[src/rtl/face_detect_udiv_23ns_8ns_16_seq.sv]
// face_detect_udiv_23ns_8ns_16_seq
//   Iterative radix-2 restoring unsigned divider for the window-normalisation
//   path. It divides a DIVIDEND_WIDTH product by a DIVISOR_WIDTH scale factor
//   and returns a saturated QUOTIENT_WIDTH quotient plus the true remainder.
//
// Ports
//   clk          rising-edge clock
//   reset        asynchronous, active-low reset
//   ce           clock enable; 0 freezes every register (done included)
//   start        request, accepted when ce=1 and ready=1
//   dividend     unsigned dividend, sampled at accept
//   divisor      unsigned divisor, sampled at accept
//   ready        can accept a new start (IDLE or DONE)
//   done         one enabled-cycle pulse, results valid
//   quotient     saturated quotient (all ones on overflow or divide by zero)
//   remainder    dividend mod divisor (0 on divide by zero)
//   overflow     true quotient does not fit in QUOTIENT_WIDTH bits
//   div_by_zero  divisor was 0
//
// Timing: accept on enabled edge E0, DIVIDEND_WIDTH iteration edges, then one
// edge that saturates and registers the results; done is high in the cycle
// after E0+DIVIDEND_WIDTH+1. Results hold until the next operation finishes.

module face_detect_udiv_23ns_8ns_16_seq #(
    parameter int DIVIDEND_WIDTH = 23,
    parameter int DIVISOR_WIDTH  = 8,
    parameter int QUOTIENT_WIDTH = 16
) (
    input  logic                      clk,
    input  logic                      reset,
    input  logic                      ce,
    input  logic                      start,
    input  logic [DIVIDEND_WIDTH-1:0] dividend,
    input  logic [DIVISOR_WIDTH-1:0]  divisor,
    output logic                      ready,
    output logic                      done,
    output logic [QUOTIENT_WIDTH-1:0] quotient,
    output logic [DIVISOR_WIDTH-1:0]  remainder,
    output logic                      overflow,
    output logic                      div_by_zero
);

    localparam int CW = $clog2(DIVIDEND_WIDTH);

    typedef enum logic [1:0] {IDLE, CALC, DONE} state_t;

    state_t                    state;
    logic [CW-1:0]             cnt;
    logic                      fin;     // all iterations done, results pending
    logic [DIVIDEND_WIDTH-1:0] sh;      // dividend shifts out, quotient shifts in
    logic [DIVISOR_WIDTH-1:0]  dsr;
    logic [DIVISOR_WIDTH:0]    prem;    // partial remainder

    logic [DIVISOR_WIDTH:0]    shifted;
    logic [DIVISOR_WIDTH+1:0]  diff;
    logic                      ge;

    // prem < dsr always holds, so prem's MSB is zero and the shift cannot lose
    // information; one extra bit on diff gives the borrow.
    assign shifted = {prem[DIVISOR_WIDTH-1:0], sh[DIVIDEND_WIDTH-1]};
    assign diff    = {1'b0, shifted} - {2'b00, dsr};
    assign ge      = ~diff[DIVISOR_WIDTH+1];

    always_ff @(posedge clk or negedge reset) begin
        if (!reset) begin
            state       <= IDLE;
            cnt         <= '0;
            fin         <= 1'b0;
            sh          <= '0;
            dsr         <= '0;
            prem        <= '0;
            ready       <= 1'b1;
            done        <= 1'b0;
            quotient    <= '0;
            remainder   <= '0;
            overflow    <= 1'b0;
            div_by_zero <= 1'b0;
        end else if (ce) begin
            case (state)
                IDLE, DONE: begin
                    done <= 1'b0;
                    if (start) begin
                        sh    <= dividend;
                        dsr   <= divisor;
                        prem  <= '0;
                        cnt   <= CW'(DIVIDEND_WIDTH - 1);
                        fin   <= 1'b0;
                        ready <= 1'b0;
                        state <= CALC;
                    end else begin
                        state <= IDLE;
                    end
                end
                CALC: begin
                    if (fin) begin
                        // Divide by zero runs the same iterations for fixed
                        // latency; its raw result is discarded here.
                        if (dsr == '0) begin
                            quotient    <= '1;
                            remainder   <= '0;
                            overflow    <= 1'b0;
                            div_by_zero <= 1'b1;
                        end else begin
                            if (sh[DIVIDEND_WIDTH-1:QUOTIENT_WIDTH] != '0) begin
                                quotient <= '1;
                                overflow <= 1'b1;
                            end else begin
                                quotient <= sh[QUOTIENT_WIDTH-1:0];
                                overflow <= 1'b0;
                            end
                            remainder   <= prem[DIVISOR_WIDTH-1:0];
                            div_by_zero <= 1'b0;
                        end
                        fin   <= 1'b0;
                        done  <= 1'b1;
                        ready <= 1'b1;
                        state <= DONE;
                    end else begin
                        prem <= ge ? diff[DIVISOR_WIDTH:0] : shifted;
                        sh   <= {sh[DIVIDEND_WIDTH-2:0], ge};
                        if (cnt == '0) fin <= 1'b1;
                        else           cnt <= cnt - 1'b1;
                    end
                end
                default: begin
                    state <= IDLE;
                    ready <= 1'b1;
                    done  <= 1'b0;
                end
            endcase
        end
    end

endmodule

[config.mk]
export PLATFORM = sky130hd
export DESIGN_NAME = face_detect_udiv_23ns_8ns_16_seq
export DESIGN_NICKNAME = d
export VERILOG_FILES = /design/src/rtl/face_detect_udiv_23ns_8ns_16_seq.sv
export SDC_FILE = /design/constraint.sdc
export NUM_CORES = 1
export LEC_CHECK = 0
export ABC_CLOCK_PERIOD_IN_PS = 2100
export BUFFER_PORTS_ARGS = -buffer_cell sky130_fd_sc_hd__buf_2
export CORE_MARGIN = 3
export CORE_UTILIZATION = 52
export CTS_BUF_LIST = sky130_fd_sc_hd__clkbuf_4
export DETAILED_ROUTE_END_ITERATION = 6
export PLACE_DENSITY = 0.78
export SLEW_MARGIN = 20
export SYNTH_ARGS = -nofsm -noshare
export SYNTH_HDL_FRONTEND = slang
export SYNTH_SLANG_ARGS = --single-unit
[constraint.sdc]
create_clock -name clk -period 2.1 [get_ports clk]
set_input_delay 0.21 -clock clk [delete_from_list [all_inputs] [get_ports clk]]
set_output_delay 0.21 -clock clk [all_outputs]
set_load 0.03 [all_outputs]
==> results.json <==
{
  "overflow": 0,
  "final_cell_mix": "dfrtp_1 (73), nand2_1 (63), buf_2 (62), o21ai_0 (52), buf_4 (30)",
  "max_cap_violations": 0,
  "async_flop_share_pct": 100,
  "area_growth_pct": 25.2,
  "antenna_cells": 0,
  "grt_usage_pct": 21.2,
  "setup-tns-final_ns": 0,
  "multi_input_comb_area_mm2": 0.00170,
  "synth_flop_cell": "dfrtp_1",
  "synth_edf_count": 0,
  "cp-start-kind": "register",
  "place.gp.congestion": 0.865,
  "syn-cell-area_mm2": 0.00361,
  "die_w_um": 89.3,
  "skew_ns": 0.0139,
  "grt_first_pass_wirelength_um": 13100,
  "synth_fa_ha_area_share_pct": 4.02,
  "syn_nets": 414,
  "cp.required_ns": 2.43,
  "numCtsBuffers": 9,
  "crit_start": "dsr[4]",
  "clock-sinks": 74,
  "fin_nets": 506,
  "ys_types": 48,
  "total_power_mw": 6.93,
  "cp.arrival_ns": 2.38,
  "rrSetupSlack_ns": 0.05,
  "ant_nets": 0,
  "placed_area_mm2": 0.00413,
  "dieArea_mm2": 0.00798,
  "maxSlewHeadroom_pct": 69.3,
  "netlist.top_cell.by_area": "dfrtp_1",
  "cp-end-kind": "register",
  "rr_startpoint": "dsr[4]",
  "synth_top_family_by_area": "compound AO/OA/AOI/OAI gates",
  "critPathMaxFanout": 5,
  "clk_latency_ns": 0.43,
  "drt_first_pass_iters": 5,
  "status": "completed",
  "synthMuxAreaShare_pct": 9.15,
  "dpl.hpwl_um": 5670,
  "io_pins": 63,
  "synth_top_area_share_pct": 50.6,
  "cts_tree": "built",
  "avgSynthCellArea_um2": 9.81,
  "synth_seq_cells": 74,
  "drt_iter0_drc": 184,
  "fin_crit_sh_pct": 97.7,
  "cts_root_buf": "clkbuf_4",
  "synth_xor_area_share_pct": 1.21,
  "yosys.area_share.simple_pct": 14.0,
  "worstMarginPinSlew_ns": 0.459,
  "rsz0062_at_grt": "true",
  "min_period_ns": 2.05,
  "hp-start": "divisor[6]",
  "final_util_pct": 69.2,
  "port_buffers": 62,
  "drt-total-wl_um": 8420,
  "layout_commonest_cell": "dfrtp_1",
  "grt_max_degree": 75,
  "p_per_area_mw_per_mm2": 1530,
  "yosysWarnings": 0,
  "num_rows": 29,
  "cts-htree-levels": 3,
  "core_mm2": 0.00653,
  "antenna_found_initial": 0,
  "drive_gt1_share_pct": 29.9,
  "setup_violations": 0,
  "synthTopCellsByArea": "dfrtp_1 (51%), o21ai_0 (7.3%), mux2i_1 (6.7%)",
  "die-height_um": 89.3,
  "synthCells": 368,
  "n_fill_cell": 473,
  "clock_path_buffers": 2,
  "maxSlewViolCount": 0,
  "synth_compound_gate_area_share_pct": 15.9,
  "finalHoldViolCount": 0,
  "grt_pass1_vias": 2878,
  "crit_type": "reg -> reg",
  "final_area_mm2": 0.00452,
  "power_leakage_nw": 2.33,
  "vias": 3061,
  "hold_path.class": "in -> reg",
  "path_clk_slew_ns": 0.13,
  "vdd_ir_drop_max_mv": 1.04,
  "max_freq_mhz": 487,
  "start_util_pct": 55.3,
  "drc": 0,
  "seqCellArea_mm2": 0.00185,
  "viasPerCell": 5.65,
  "ys_seq_area_share_pct": 51.3,
  "wire_per_inst_um": 15.5
}
cell families after synthesis:
group                      count (synthesis)
buffers and inverters                     37
muxes                                     32
AOI/OAI and AO/OA                         93
xor gates and xnor gates                   5
adders and majority gates                 11
and+or+nand+nor                          116
DFF                                       74
sequential cells by signal, summed over array words and instances (netlist names):
signal,cells
cnt,5
div_by_zero,1
done,1
dsr,8
fin,1
overflow,1
prem,8
quotient,16
ready,1
remainder,8
sh,23
state,1
routing by layer:
layer / share of wire, % / global-route usage (%) / vias up
met3: 5.3 / 3.50 / 15
met5: 0 / 0 / -
met1: 43 / 28.3 / 1484
met4: 1.8 / 9.07 / 0
met2: 49 / 34.1 / 90
li1: - / - / 1472
power breakdown:
part           internal [mW]  switching, mW
Combinational           1.64           2.00
Sequential              1.94          0.412
Clock                  0.384          0.559
Total                   3.96           2.97
cell type report:
type / count / area share, %
inverter: 17 / 1.41
clock inverter: 7 / 1.88
clock buffer: 9 / 1.49
sequential: 74 / 41.0
multi-input combinational: 257 / 37.6
timing repair buffer: 101 / 14.5
tap: 77 / 2.13
Yosys cell counts, types with 3 or more instances:
cell,count
xnor2_1,3
dfrtp_1,73
mux2_2,8
nor4_1,4
inv_1,17
ha_1,10
a21oi_1,10
a32oi_1,4
nor2_1,27
mux2i_1,24
o21ai_0,53
nor3_1,4
a22o_1,8
clkbuf_1,10
nand2_1,63
buf_2,7
nand3_1,4
final timing paths:
path,end,cells past startpoint
setup reg to reg,sh[0],10
max in group asynchronous,ready,3
setup / recovery,sh[0],10
hold / removal,dsr[6],2
min in group asynchronous,dsr[4],3
hold reg to reg,quotient[4],2
per-stage QoR:
step / cells / hold WS [ns] / worst slack, ns
2_1_floorplan: 368 / -0.0856 / 0.0746
3_3_place_gp: 512 / 0.268 / 0.0922
3_5_place_dp: 512 / 0.276 / -0.0316
4_1_cts: 535 / 0.00377 / 0.00399
5_1_grt: 542 / 0.0149 / -0.00347
6_report: 542 / 0.0197 / 0.0478
timing repair:
action | CTS | global route
endpoints found under the setup margin | 5 | 8
buffers inserted | 1 | 5
resized for setup | 2 | 17
hold buffers | 6 | 0
hold endpoints to repair | 78 | 0
pin swaps | 1 | 5
cloned | 0 | 1
critical path: stages (launching register included):
cell	delay (ns)
dfrtp_1	0.41
inv_1	0.06
ha_1	0.32
buf_4	0.16
a21oi_2	0.23
o221ai_2	0.16
nor2_2	0.14
buf_6	0.13
buf_4	0.11
a211oi_1	0.08
a21o_1	0.17
No activity file was read; power rests on OpenSTA's default activity.
